`src/rtl/bp_pkg.sv`:
```
// Shared branch-prediction types and defaults.
// Also used by the neural_predictor glue logic.
package bp_pkg;

  localparam int PC_W  = 16;
  localparam int DEPTH = 4;

  typedef struct packed {
    logic [PC_W-1:0] pc;
    logic            predicted;
  } bp_entry_t;

  function automatic logic is_mispredict(input logic predicted, input logic actual);
    return predicted ^ actual;
  endfunction

endpackage

```
`src/rtl/branch_resolve_queue.sv`:
```
// In-flight branch prediction FIFO. Resolving the oldest entry trains the predictor.
// A wrong direction discards every younger entry.
module branch_resolve_queue
  import bp_pkg::is_mispredict;
#(
  parameter int PC_W  = bp_pkg::PC_W,
  parameter int DEPTH = bp_pkg::DEPTH
) (
  input  logic                     clk,
  input  logic                     rst_n,
  input  logic                     pred_valid,
  input  logic [PC_W-1:0]          pred_pc,
  input  logic                     pred_taken,
  output logic                     pred_ready,
  input  logic                     resolve_valid,
  input  logic                     resolve_taken,
  output logic                     upd_valid,
  output logic [PC_W-1:0]          upd_pc,
  output logic                     upd_taken,
  output logic                     mispredict,
  output logic                     resolve_err,
  output logic [$clog2(DEPTH):0]   count
);

  localparam int PTR_W = $clog2(DEPTH);
  localparam int CNT_W = PTR_W + 1;

  logic [PC_W-1:0]  r_mem_pc   [DEPTH];
  logic             r_mem_pred [DEPTH];
  logic [PTR_W-1:0] r_rd_ptr;
  logic [PTR_W-1:0] r_wr_ptr;
  logic [CNT_W-1:0] r_count;
  logic [CNT_W-1:0] w_count_nxt;
  logic             w_push;
  logic             w_pop;
  logic             w_err;
  logic             w_mis;

  assign pred_ready = (r_count < CNT_W'(DEPTH));
  assign count      = r_count;
  assign w_push     = pred_valid & pred_ready;
  assign w_pop      = resolve_valid & (r_count != {CNT_W{1'b0}});
  assign w_err      = resolve_valid & (r_count == {CNT_W{1'b0}});
  assign w_mis      = w_pop & is_mispredict(r_mem_pred[r_rd_ptr], resolve_taken);

  // Next occupancy; a mispredict flushes everything, including a same-cycle push.
  always_comb begin
    w_count_nxt = r_count;
    if (w_mis) begin
      w_count_nxt = {CNT_W{1'b0}};
    end else begin
      case ({w_push, w_pop})
        2'b10:   w_count_nxt = r_count + CNT_W'(1);
        2'b01:   w_count_nxt = r_count - CNT_W'(1);
        default: w_count_nxt = r_count;
      endcase
    end
  end

  // Pointer and occupancy state.
  always_ff @(posedge clk or negedge rst_n) begin
    if (!rst_n) begin
      r_rd_ptr <= {PTR_W{1'b0}};
      r_wr_ptr <= {PTR_W{1'b0}};
      r_count  <= {CNT_W{1'b0}};
    end else begin
      r_count <= w_count_nxt;
      if (w_mis) begin
        r_rd_ptr <= {PTR_W{1'b0}};
        r_wr_ptr <= {PTR_W{1'b0}};
      end else begin
        if (w_pop)  r_rd_ptr <= r_rd_ptr + PTR_W'(1);
        if (w_push) r_wr_ptr <= r_wr_ptr + PTR_W'(1);
      end
    end
  end

  // Entry storage; contents are only meaningful below the occupancy count.
  always_ff @(posedge clk) begin
    if (w_push && !w_mis) begin
      r_mem_pc[r_wr_ptr]   <= pred_pc;
      r_mem_pred[r_wr_ptr] <= pred_taken;
    end
  end

  // Registered training / status outputs; pc and outcome hold between updates.
  always_ff @(posedge clk or negedge rst_n) begin
    if (!rst_n) begin
      upd_valid   <= 1'b0;
      upd_pc      <= {PC_W{1'b0}};
      upd_taken   <= 1'b0;
      mispredict  <= 1'b0;
      resolve_err <= 1'b0;
    end else begin
      upd_valid   <= w_pop;
      mispredict  <= w_mis;
      resolve_err <= w_err;
      if (w_pop) begin
        upd_pc    <= r_mem_pc[r_rd_ptr];
        upd_taken <= resolve_taken;
      end
    end
  end

endmodule
```
`config.mk`:
```
export PLATFORM = sky130hd
export DESIGN_NAME = branch_resolve_queue
export DESIGN_NICKNAME = d
export VERILOG_FILES = /design/src/rtl/bp_pkg.sv /design/src/rtl/branch_resolve_queue.sv
export SDC_FILE = /design/constraint.sdc
export NUM_CORES = 1
export LEC_CHECK = 0
export CORE_ASPECT_RATIO = 0.8
export CORE_UTILIZATION = 33
export DETAILED_ROUTE_END_ITERATION = 8
export PLACE_DENSITY = 0.61
export SKIP_LAST_GASP = 1
export SYNTH_ARGS = -nofsm -noshare
export SYNTH_HDL_FRONTEND = slang
export SYNTH_SLANG_ARGS = --single-unit
```
`constraint.sdc`:
```
create_clock -name clk -period 2.7 [get_ports clk]
set_input_delay 0.54 -clock clk [delete_from_list [all_inputs] [get_ports clk]]
set_output_delay 0.54 -clock clk [all_outputs]
set_load 0.005 [all_outputs]
```
==> metrics.txt, run 1 <==
status complete, no violations; post-synth cell types 35; max cap viols 0; Num Clock Sinks 95; Worst Path Required 2950 ps; die area 11700 um2; initial antenna violation count 0; Top Ports 46; DR pass1 iterations 4; CTS max path bufs 2; first-pass GRT wire length 11.5 mm; TritonCTS clock tree yes; Setup Crit Path Kind input port to flip-flop; final instance area 4790 um2; H-tree depth 3; Via Count 2010; worst slack, placed 52.1 ps; DRC 0; share of cells above drive strength 1 0.162; Die Wd 121 um; synthesized area 3730 um2; Worst Setup SP pred_valid; Peak supply drop 0.000368 V; clock slew at reported path FFs 60 ps; hold_sp upd_pc[2]$_DFFE_PN0P_; placed cell area 4450 um2; Critical Path Source Type input port; RSZ-0062 raised after global routing no; GRT Total Usage 0.133; vias in the first global route 2083; fin crit share 0.859; CP Max Fanout 4; # port buffers 45; Seq cells post-synth 95; Leak Pwr 0.00179 uW; Routed Antenna Nets 0; CP arrival 2570 ps; kind of end point of the critical path flip-flop; post-CTS sizing 0; final worst slack 381 ps; Vias/cell 4.63; CTS Hold Buffers Added 0; Slew headroom 0.665; Final setup viols 0; Period minus WS final 2320 ps; Synth async-reset ratio 0.284; Setup TNS Final 0 ps; n_diodes 0; Main synth FF type edfxtp_1; Seq/Total Area, Yosys 0.729; EDFF count, synth 68; Setup Buffers After CTS 0; Reg2Reg Launch Point count[2]$_DFFE_PN0P_; fmax 0.431 GHz; largest net degree at the start of global routing 28; Rows 34; WL/cell 16.2 um; initial drt markers 99; cell count after synthesis 224; Clock Root Buffer clkbuf_16; Num CTS Buffers 9; synthesis-to-layout area growth 28.3%; number of warnings issued by yosys 0; core area 10900 um2; Worst-Margin Slew 503 ps; Clock Latency Late Sink 340 ps; GRT overflow 0; Mapped Avg Cell Area 16.7 um2; global placement routability congestion 0.705; syn_nets 251; initial core utilization 0.341; Hold WC Path Type flip-flop to flip-flop; clock skew 8.44 ps; die height 97.1 um; DP Wirelength 4.53 mm; Fin. Hold Viols 0; Slew Limit Fails 0; Detailed Route WL 7.02 mm; pwr dens 1040 nW/um2; nets 312; Worst R2R Setup Slack 520 ps; WHS 471 ps
-- cell usage after synthesis (3+ instances only) --
master	count	area, um2
buf_2	5	25.0
inv_1	4	15.0
and2_1	4	25.0
edfxtp_1	68	2040
nor2_1	4	15.0
mux4_2	12	270
ha_1	4	50.1
nand3_1	4	20.0
dfrtp_1	27	676
a21oi_1	3	15.0
mux4_1	4	105
nand2_1	58	218
-- stage by stage --
step | instances | power (uW) | utilization
final | 434 | 4970 | 0.438
after global routing | 434 | 5260 | 0.438
after CTS | 434 | 5050 | 0.438
after detailed placement | 418 | 3650 | 0.407
after global placement | 418 | 3610 | 0.407
after floorplan | 224 | 2940 | -
-- worst max-delay path, stage by stage --
cell and delay [ps]:
clkdlybuf4s50_1 520, nor2b_1 200, nor2_1 70, fa_1 420, or4_1 550, a22o_1 200
o211ai_1 70
-- final timing paths --
path / to / cells past startpoint
worst max register to register: count[2]$_DFFE_PN0P_ / 6
max in group asynchronous: upd_taken$_DFFE_PN0P_ / 2
worst max-delay path: count[2]$_DFFE_PN0P_ / 7
worst min-delay path: upd_pc[2]$_DFFE_PN0P_ / 2
min in group asynchronous: upd_pc[9]$_DFFE_PN0P_ / 2
worst min register to register: upd_pc[2]$_DFFE_PN0P_ / 2
-- cell families (layout without fill, tap and decap cells) --
| logic type | after synthesis | in the layout | share of synthesized area |
|---|---|---|---|
| DFF | 95 | 95 | 0.729 |
| and+or+nand+nor | 77 | 77 | 0.0872 |
| muxes | 20 | 20 | 0.115 |
| buffers and inverters | 13 | 79 | 0.0178 |
| AOI/OAI and AO/OA | 12 | 12 | 0.0282 |
| adders and majority gates | 5 | 5 | 0.0188 |
| xor gates and xnor gates | 2 | 2 | 0.00470 |
-- layout by cell type (no fill, tap or decap), types with 2 or more instances in the layout --
master and n:
ha_1 4, dfrtp_1 27, nor2_1 4, mux2i_2 2, a21oi_1 3, inv_8 2, buf_4 10, nand2_1 58
mux4_2 12, clkbuf_16 9, bufinv_16 2, and2_1 4, clkdlybuf4s50_1 45, edfxtp_1 68, mux4_1 4, buf_12 3
nor2b_1 2, inv_1 4, xnor2_1 2, nand2b_1 2, nand3_1 4
-- where the power goes --
part | internal (uW) | total (uW) | switching [uW] | leakage [uW]
logic | 796 | 1460 | 667 | 0.000673
clock network | 852 | 1390 | 534 | 0.000163
registers | 1920 | 2120 | 196 | 0.000958
total | 3570 | 4970 | 1400 | 0.00179
-- routing by layer --
layer	track usage	wire, um	up-vias
met2	0.206	3300	41
met4	0.0399	62	0
met3	0.0434	297	7
li1	-	-	948
met1	0.179	3360	1014
met5	0	0	-
-- registers in the layout, summed over array words and instances (netlist names), 2 cells and up --
name and count:
r_mem_pc 64, upd_pc 16, r_mem_pred 4, count 3
r_rd_ptr 2, r_wr_ptr 2
-- final cells by class --
type                       instances  area (um2)
fill                             966        6150
sequential                        95        2720
multi-input combinational        116         946
timing repair buffer              58         586
clock buffer                      10         239
tap                              144         180
clock inverter                     6        98.8
inverter                           5        18.8
Note: power is estimated with default switching activity, not from simulation.
==> inputs of run 2 (changes only) <==
--- a/config.mk
+++ b/config.mk
@@ -7,8 +7,10 @@
 export LEC_CHECK = 0
 export CORE_ASPECT_RATIO = 0.8
 export CORE_UTILIZATION = 33
+export CTS_CLUSTER_SIZE = 8
 export DETAILED_ROUTE_END_ITERATION = 8
-export PLACE_DENSITY = 0.61
+export DONT_BUFFER_PORTS = 1
+export PLACE_DENSITY = 0.56
 export SKIP_LAST_GASP = 1
 export SYNTH_ARGS = -nofsm -noshare
 export SYNTH_HDL_FRONTEND = slang
==> run 2 against run 1 <==
Sequential cell count unchanged. Combinational power decreased by 26%. Global-route usage decreased by 0.41 points. Critical path depth decreased by 1. Sequential share of layout area increased by 6.7 points. Final cell count decreased by 11%. Non-clock buffer count decreased by 46. Hold slack got worse by 450 ps. Total power decreased by 9.4%. Die area unchanged. Critical endpoint unchanged. Largest power group unchanged.
==> metrics.txt, run 2 (synthesis results as in run 1) <==
H-tree depth 3 (unchanged); fmax 0.442 GHz (+2.6%); die height 97.1 um (unchanged); Critical Path Source Type flip-flop; initial antenna violation count 0 (unchanged); WHS 25.2 ps (-446 ps); Worst-Margin Slew 371 ps (-132 ps); CP max stage delay 540 ps (about the same); Setup TNS Final 0 ps (unchanged); max cap viols 0 (unchanged); largest registers r_mem_pc: 64 flops, upd_pc: 16 flops, r_mem_pred: 4 flops; number of fill cells 982 (+1.7%); synthesis-to-layout area growth 14.8%; n_diodes 0 (unchanged); share of cells above drive strength 1 0.184 (+0.0224); Period minus WS final 2260 ps (-59.1 ps); final instance area 4280 um2 (-11%); core area 10900 um2 (unchanged); placed cell area 3960 um2 (-11%); crit-path cells nor2b_1 -> nor2_1 -> fa_1 -> or4_1 -> a22o_1 -> o211ai_1; Leak Pwr 0.00160 uW (-11%); most frequent cells in the layout edfxtp_1 (68), nand2_1 (58), dfrtp_1 (27); Slew Limit Fails 0 (unchanged); die area 11700 um2 (unchanged); initial drt markers 118 (+19%); DRC 0 (unchanged); CP arrival 2510 ps (-60 ps); RSZ-0062 raised after global routing no; nets 266 (-15%); Vias/cell 4.79 (+3.4%); initial core utilization 0.341 (unchanged); Worst Path Required 2950 ps (about the same); Peak supply drop 0.000409 V (+11%); WL/cell 17.8 um (+10%); global placement routability congestion 0.783 (+11%); fin crit share 0.837 (-0.0219); status complete, no violations; CP Max Fanout 8 (+4); Final Total Pwr 4500 uW (-9.4%); clock slew at reported path FFs 70 ps (about the same); CTS max path bufs 2 (unchanged); Hold WC Path Type input port to asynchronous set/reset pin; Rows 34 (unchanged); GRT overflow 0 (unchanged); Num CTS Buffers 9 (unchanged); DR pass1 iterations 4 (unchanged); kind of end point of the critical path flip-flop; Slowest-stage cell, CP or4_1; first-pass GRT wire length 10.9 mm (-4.6%); Top reg by flops r_mem_pc; Slew headroom 0.752 (+0.0874); Num Clock Sinks 95 (unchanged); Clock Latency Late Sink 340 ps (about the same); Detailed Route WL 6.91 mm (-1.6%); Routed Antenna Nets 0 (unchanged); vias in the first global route 1934 (-7.2%); post-CTS sizing 0 (unchanged); largest net degree at the start of global routing 28 (unchanged); pwr dens 1050 nW/um2 (+1.2%); clock skew 10.9 ps (+2.46 ps); Top Ports 46 (unchanged); max reg flops 64 (unchanged); most common cell after layout, fill and taps aside edfxtp_1; Crit path max-delay family simple AND/OR/NAND/NOR gates; # port buffers 0 (-100%); Via Count 1858 (-7.6%); Final setup viols 0 (unchanged); Die Wd 121 um (unchanged); Fin. Hold Viols 0 (unchanged); Setup Crit Path Kind flip-flop to flip-flop; worst path bufs/invs 0 (-1); TritonCTS clock tree yes; DP Wirelength 4.33 mm (-4.5%); GRT Total Usage 0.129 (-0.00413); Clock Root Buffer clkbuf_16
## run 2: cell count changes in the layout (fill, tap and decap cells not counted), sizes merged
cell and change:
buf -1, bufinv -1, clkbuf +1, clkdlybuf4s50 -45, clkinv +1, inv -1
## run 2: stage by stage
step,setup slack (ps),util,std cells
2_1_floorplan,300,-,224
3_3_place_gp,506,0.362,371
3_5_place_dp,423,0.362,371
4_1_cts,445,0.392,388
5_1_grt,301,0.392,388
6_report,440,0.392,388
## run 2: worst register-to-register path: cells and delay by family, from the launching register on
kind	cells	cell delay, ps
flops	1	490
compound gates	2	270
fa+ha+maj	1	420
simple gates	3	1000
## run 2: worst paths after layout
path | from | end | slack [ps] | cells past startpoint
min in group clk | pred_pc[9] | r_mem_pc[1][9]$_DFFE_PP_ | 290 | 0
hold / removal | rst_n | upd_pc[9]$_DFFE_PN0P_ | 30 | 1
setup reg to reg | count[2]$_DFFE_PN0P_ | count[2]$_DFFE_PN0P_ | 440 | 6
max in group asynchronous | rst_n | mispredict$_DFF_PN0_ | 2510 | 1
hold reg to reg | upd_pc[1]$_DFFE_PN0P_ | upd_pc[1]$_DFFE_PN0P_ | 500 | 2
setup / recovery | count[2]$_DFFE_PN0P_ | count[2]$_DFFE_PN0P_ | 440 | 6
## run 2: power by group
group | internal, uW | leakage, uW | switching [uW]
Combinational | 493 | 0.000495 | 587
Clock | 751 | 0.000148 | 527
Sequential | 1930 | 0.000958 | 215
Total | 3170 | 0.00160 | 1330
## run 2: routing by layer
layer | up-vias | share of wire | GRT usage
met5 | - | 0 | 0
met4 | 0 | 0.013 | 0.0465
met3 | 6 | 0.056 | 0.0534
met2 | 45 | 0.49 | 0.205
met1 | 954 | 0.44 | 0.158
li1 | 853 | - | -
## run 2: cell type report
class	instances	area (um2)	share of cell area
Clock buffer	11	243	0.0567
Clock inverter	5	62.6	0.0146
Inverter	5	18.8	0.00438
Multi-Input combinational cell	116	946	0.221
Sequential cell	95	2720	0.635
Tap cell	144	180	0.0421
Timing Repair Buffer	12	115	0.0269
## run 2: what timing repair did
| action | CTS | global route |
|---|---|---|
| endpoints found under the hold margin | 27 | 0 |
| endpoints found under the setup margin | 0 | 0 |
| setup buffers | 0 | 0 |
| hold buffers | 1 | 0 |
==> inputs of run 3 (changes only) <==
==> constraint.sdc (replaced) <==
create_clock -name clk -period 2.1 [get_ports clk]
set_input_delay 0.42 -clock clk [delete_from_list [all_inputs] [get_ports clk]]
set_output_delay 0.42 -clock clk [all_outputs]
set_load 0.005 [all_outputs]
==> run 3 against run 2 <==
Total power grew 29%. Register-to-register slack worse by 360 ps. Combinational power rose by 42%. Maximum frequency up 12%. Hold slack better by 150 ps. Critical path depth unchanged. Core utilization rose by 0.80 points. Sequential cell count did not move.
==> metrics.txt, run 3 (synthesis results as in run 1) <==
WL/cell 17.9 um (+0.83%); clock skew 5.71 ps (-5.19 ps); status complete, no violations; Rows 34 (unchanged); crit-path cells o31ai_4 -> nor2_4 -> fa_2 -> or4_1 -> a22o_1 -> o211ai_1; Slowest-stage cell, CP or4_1; Worst R2R Setup Slack 80 ps (-360 ps); worst reg-to-reg path cell count 6 (unchanged); Setup Crit Path Kind flip-flop to flip-flop; CP max stage delay 470 ps (-70 ps); Die Wd 121 um (unchanged); Reg2Reg Launch Point count[0]$_DFFE_PN0P_; Net Sw Power 1730 uW (+30%); die height 97.1 um (unchanged); largest net degree at the start of global routing 28 (unchanged); Top reg by flops r_mem_pc; die area 11700 um2 (unchanged); clock slew at reported path FFs 60 ps (about the same); Peak supply drop 0.000439 V (+7.3%); Via Count 1850 (-0.43%); Final setup viols 0 (unchanged); nets 273 (+2.6%); H-tree depth 3 (unchanged); Routed Antenna Nets 0 (unchanged); # port buffers 0 (unchanged); kind of end point of the critical path flip-flop; max cap viols 0 (unchanged); Vias/cell 4.68 (-2.2%); share of cells above drive strength 1 0.219 (+0.0347); largest registers r_mem_pc: 64 flops, upd_pc: 16 flops, r_mem_pred: 4 flops; clock network fraction of design power 0.264 (-0.020); fmax 0.495 GHz (+12%); Hold Path Depth 0; pwr dens 1330 nW/um2 (+26%); Worst-Margin Slew 315 ps (-55.9 ps); initial drt markers 97 (-18%); GRT Total Usage 0.134 (+0.00461); CP endpoint count[2]$_DFFE_PN0P_; CP arrival 2270 ps (-240 ps); Slew Limit Fails 0 (unchanged); initial antenna violation count 0 (unchanged); most frequent cells in the layout edfxtp_1 (68), nand2_1 (58), dfrtp_1 (25); WHS 176 ps (+151 ps); Clock Root Buffer clkbuf_16; core area 10900 um2 (unchanged); RSZ-0062 raised after global routing yes; Leak Pwr 0.00164 uW (+2.3%); vias in the first global route 1986 (+2.7%); Period minus WS final 2020 ps (-239 ps); number of fill cells 1015 (+3.4%); placed insts 377 (+1.6%); CTS max path bufs 2 (unchanged); fin crit share 0.962 (+0.125); GRT overflow 0 (unchanged); Final Non-Filler Cells 395 (+1.8%); Worst Path Required 2350 ps (-600 ps); global placement routability congestion 0.702 (-10%); max reg flops 64 (unchanged); synthesis-to-layout area growth 17.2%; most common cell after layout, fill and taps aside edfxtp_1; hold_sp pred_pc[10]; switch share 0.298 (+0.00241); Slew headroom 0.790 (+0.0378); Clock Latency Late Sink 340 ps (about the same); Top Ports 46 (unchanged); combinational share of power 0.263 (+0.023); Worst Setup SP count[0]$_DFFE_PN0P_; Internal Power 4070 uW (+28%); Detailed Route WL 7.09 mm (+2.6%); sequential share of power 0.472 (-0.004); DP Wirelength 4.62 mm (+6.7%); DR pass1 iterations 4 (unchanged); initial core utilization 0.341 (unchanged); TritonCTS clock tree yes; Fin. Hold Viols 0 (unchanged); Critical Path Source Type flip-flop; first-pass GRT wire length 11.5 mm (+4.9%); Hold WC Path Type input port to flip-flop; DRC 0 (unchanged); R2R Path End count[2]$_DFFE_PN0P_; n_diodes 0 (unchanged); Num Clock Sinks 95 (unchanged); CP Max Fanout 3 (-5); Num CTS Buffers 9 (unchanged)
-- run 3: cell count changes in the layout (fill, tap and decap cells not counted), moves of 2 or more --
cell,previous run,this run
buf_12,2,5
dfrtp_2,0,2
dfrtp_1,27,25
buf_4,10,12
-- run 3: routing by layer --
layer	wire [um]	global-route usage	vias up
li1	-	-	868
met1	3350	0.176	934
met2	3260	0.204	39
met3	407	0.0534	9
met4	76	0.0399	0
met5	0	0	-
-- run 3: worst min path at each step --
stage	end	slack, ps
after global routing	r_mem_pc[2][10]$_DFFE_PP_	150
final	r_mem_pc[2][10]$_DFFE_PP_	180
after global placement	upd_pc[12]$_DFFE_PN0P_	130
after floorplan	count[0]$_DFFE_PN0P_	120
after detailed placement	resolve_err$_DFF_PN0_	120
after CTS	r_mem_pc[2][10]$_DFFE_PP_	160
-- run 3: what timing repair did --
item | 4_1_cts | 5_1_grt
hold buffers | 2 | 0
resized for setup | 0 | 1
setup endpoints to repair | 0 | 68
buffers inserted | 0 | 0
endpoints found under the hold margin | 27 | 0
-- run 3: area by class of cell --
| type | instances | area [um2] | share of cell area |
|---|---|---|---|
| sequential | 95 | 2720 | 0.622 |
| multi-input combinational | 116 | 956 | 0.219 |
| clock buffer | 12 | 256 | 0.0587 |
| timing repair buffer | 19 | 211 | 0.0484 |
| tap | 144 | 180 | 0.0412 |
| clock inverter | 4 | 27.5 | 0.00630 |
| inverter | 5 | 18.8 | 0.00429 |
-- run 3: through the flow --
stage	utilization	power, uW	TNS, ps	setup slack (ps)	area, um2
3_3_place_gp	0.371	4300	0	83.6	4050
5_1_grt	0.400	6160	-17.2	-2.77	4370
2_1_floorplan	-	3800	-166	-162	3750
4_1_cts	0.399	5890	0	54.9	4370
3_5_place_dp	0.371	4320	0	71.5	4050
6_report	0.400	5800	0	78.8	4370
-- run 3: worst max-delay path: cells and delay by family (launching register included) --
kind,cells,cell delay (ps)
and+or+nand+nor,2,540
AOI/OAI and AO/OA,3,590
DFF,1,420
adders and majority gates,1,400
-- run 3: power by group through the flow --
stage | Clock [uW] | Combinational [uW] | Sequential, uW
after floorplan | 0 | 1090 | 2710
after global placement | 0 | 1520 | 2780
after detailed placement | 0 | 1540 | 2790
after CTS | 1570 | 1560 | 2750
after global routing | 1650 | 1720 | 2790
final | 1530 | 1530 | 2740
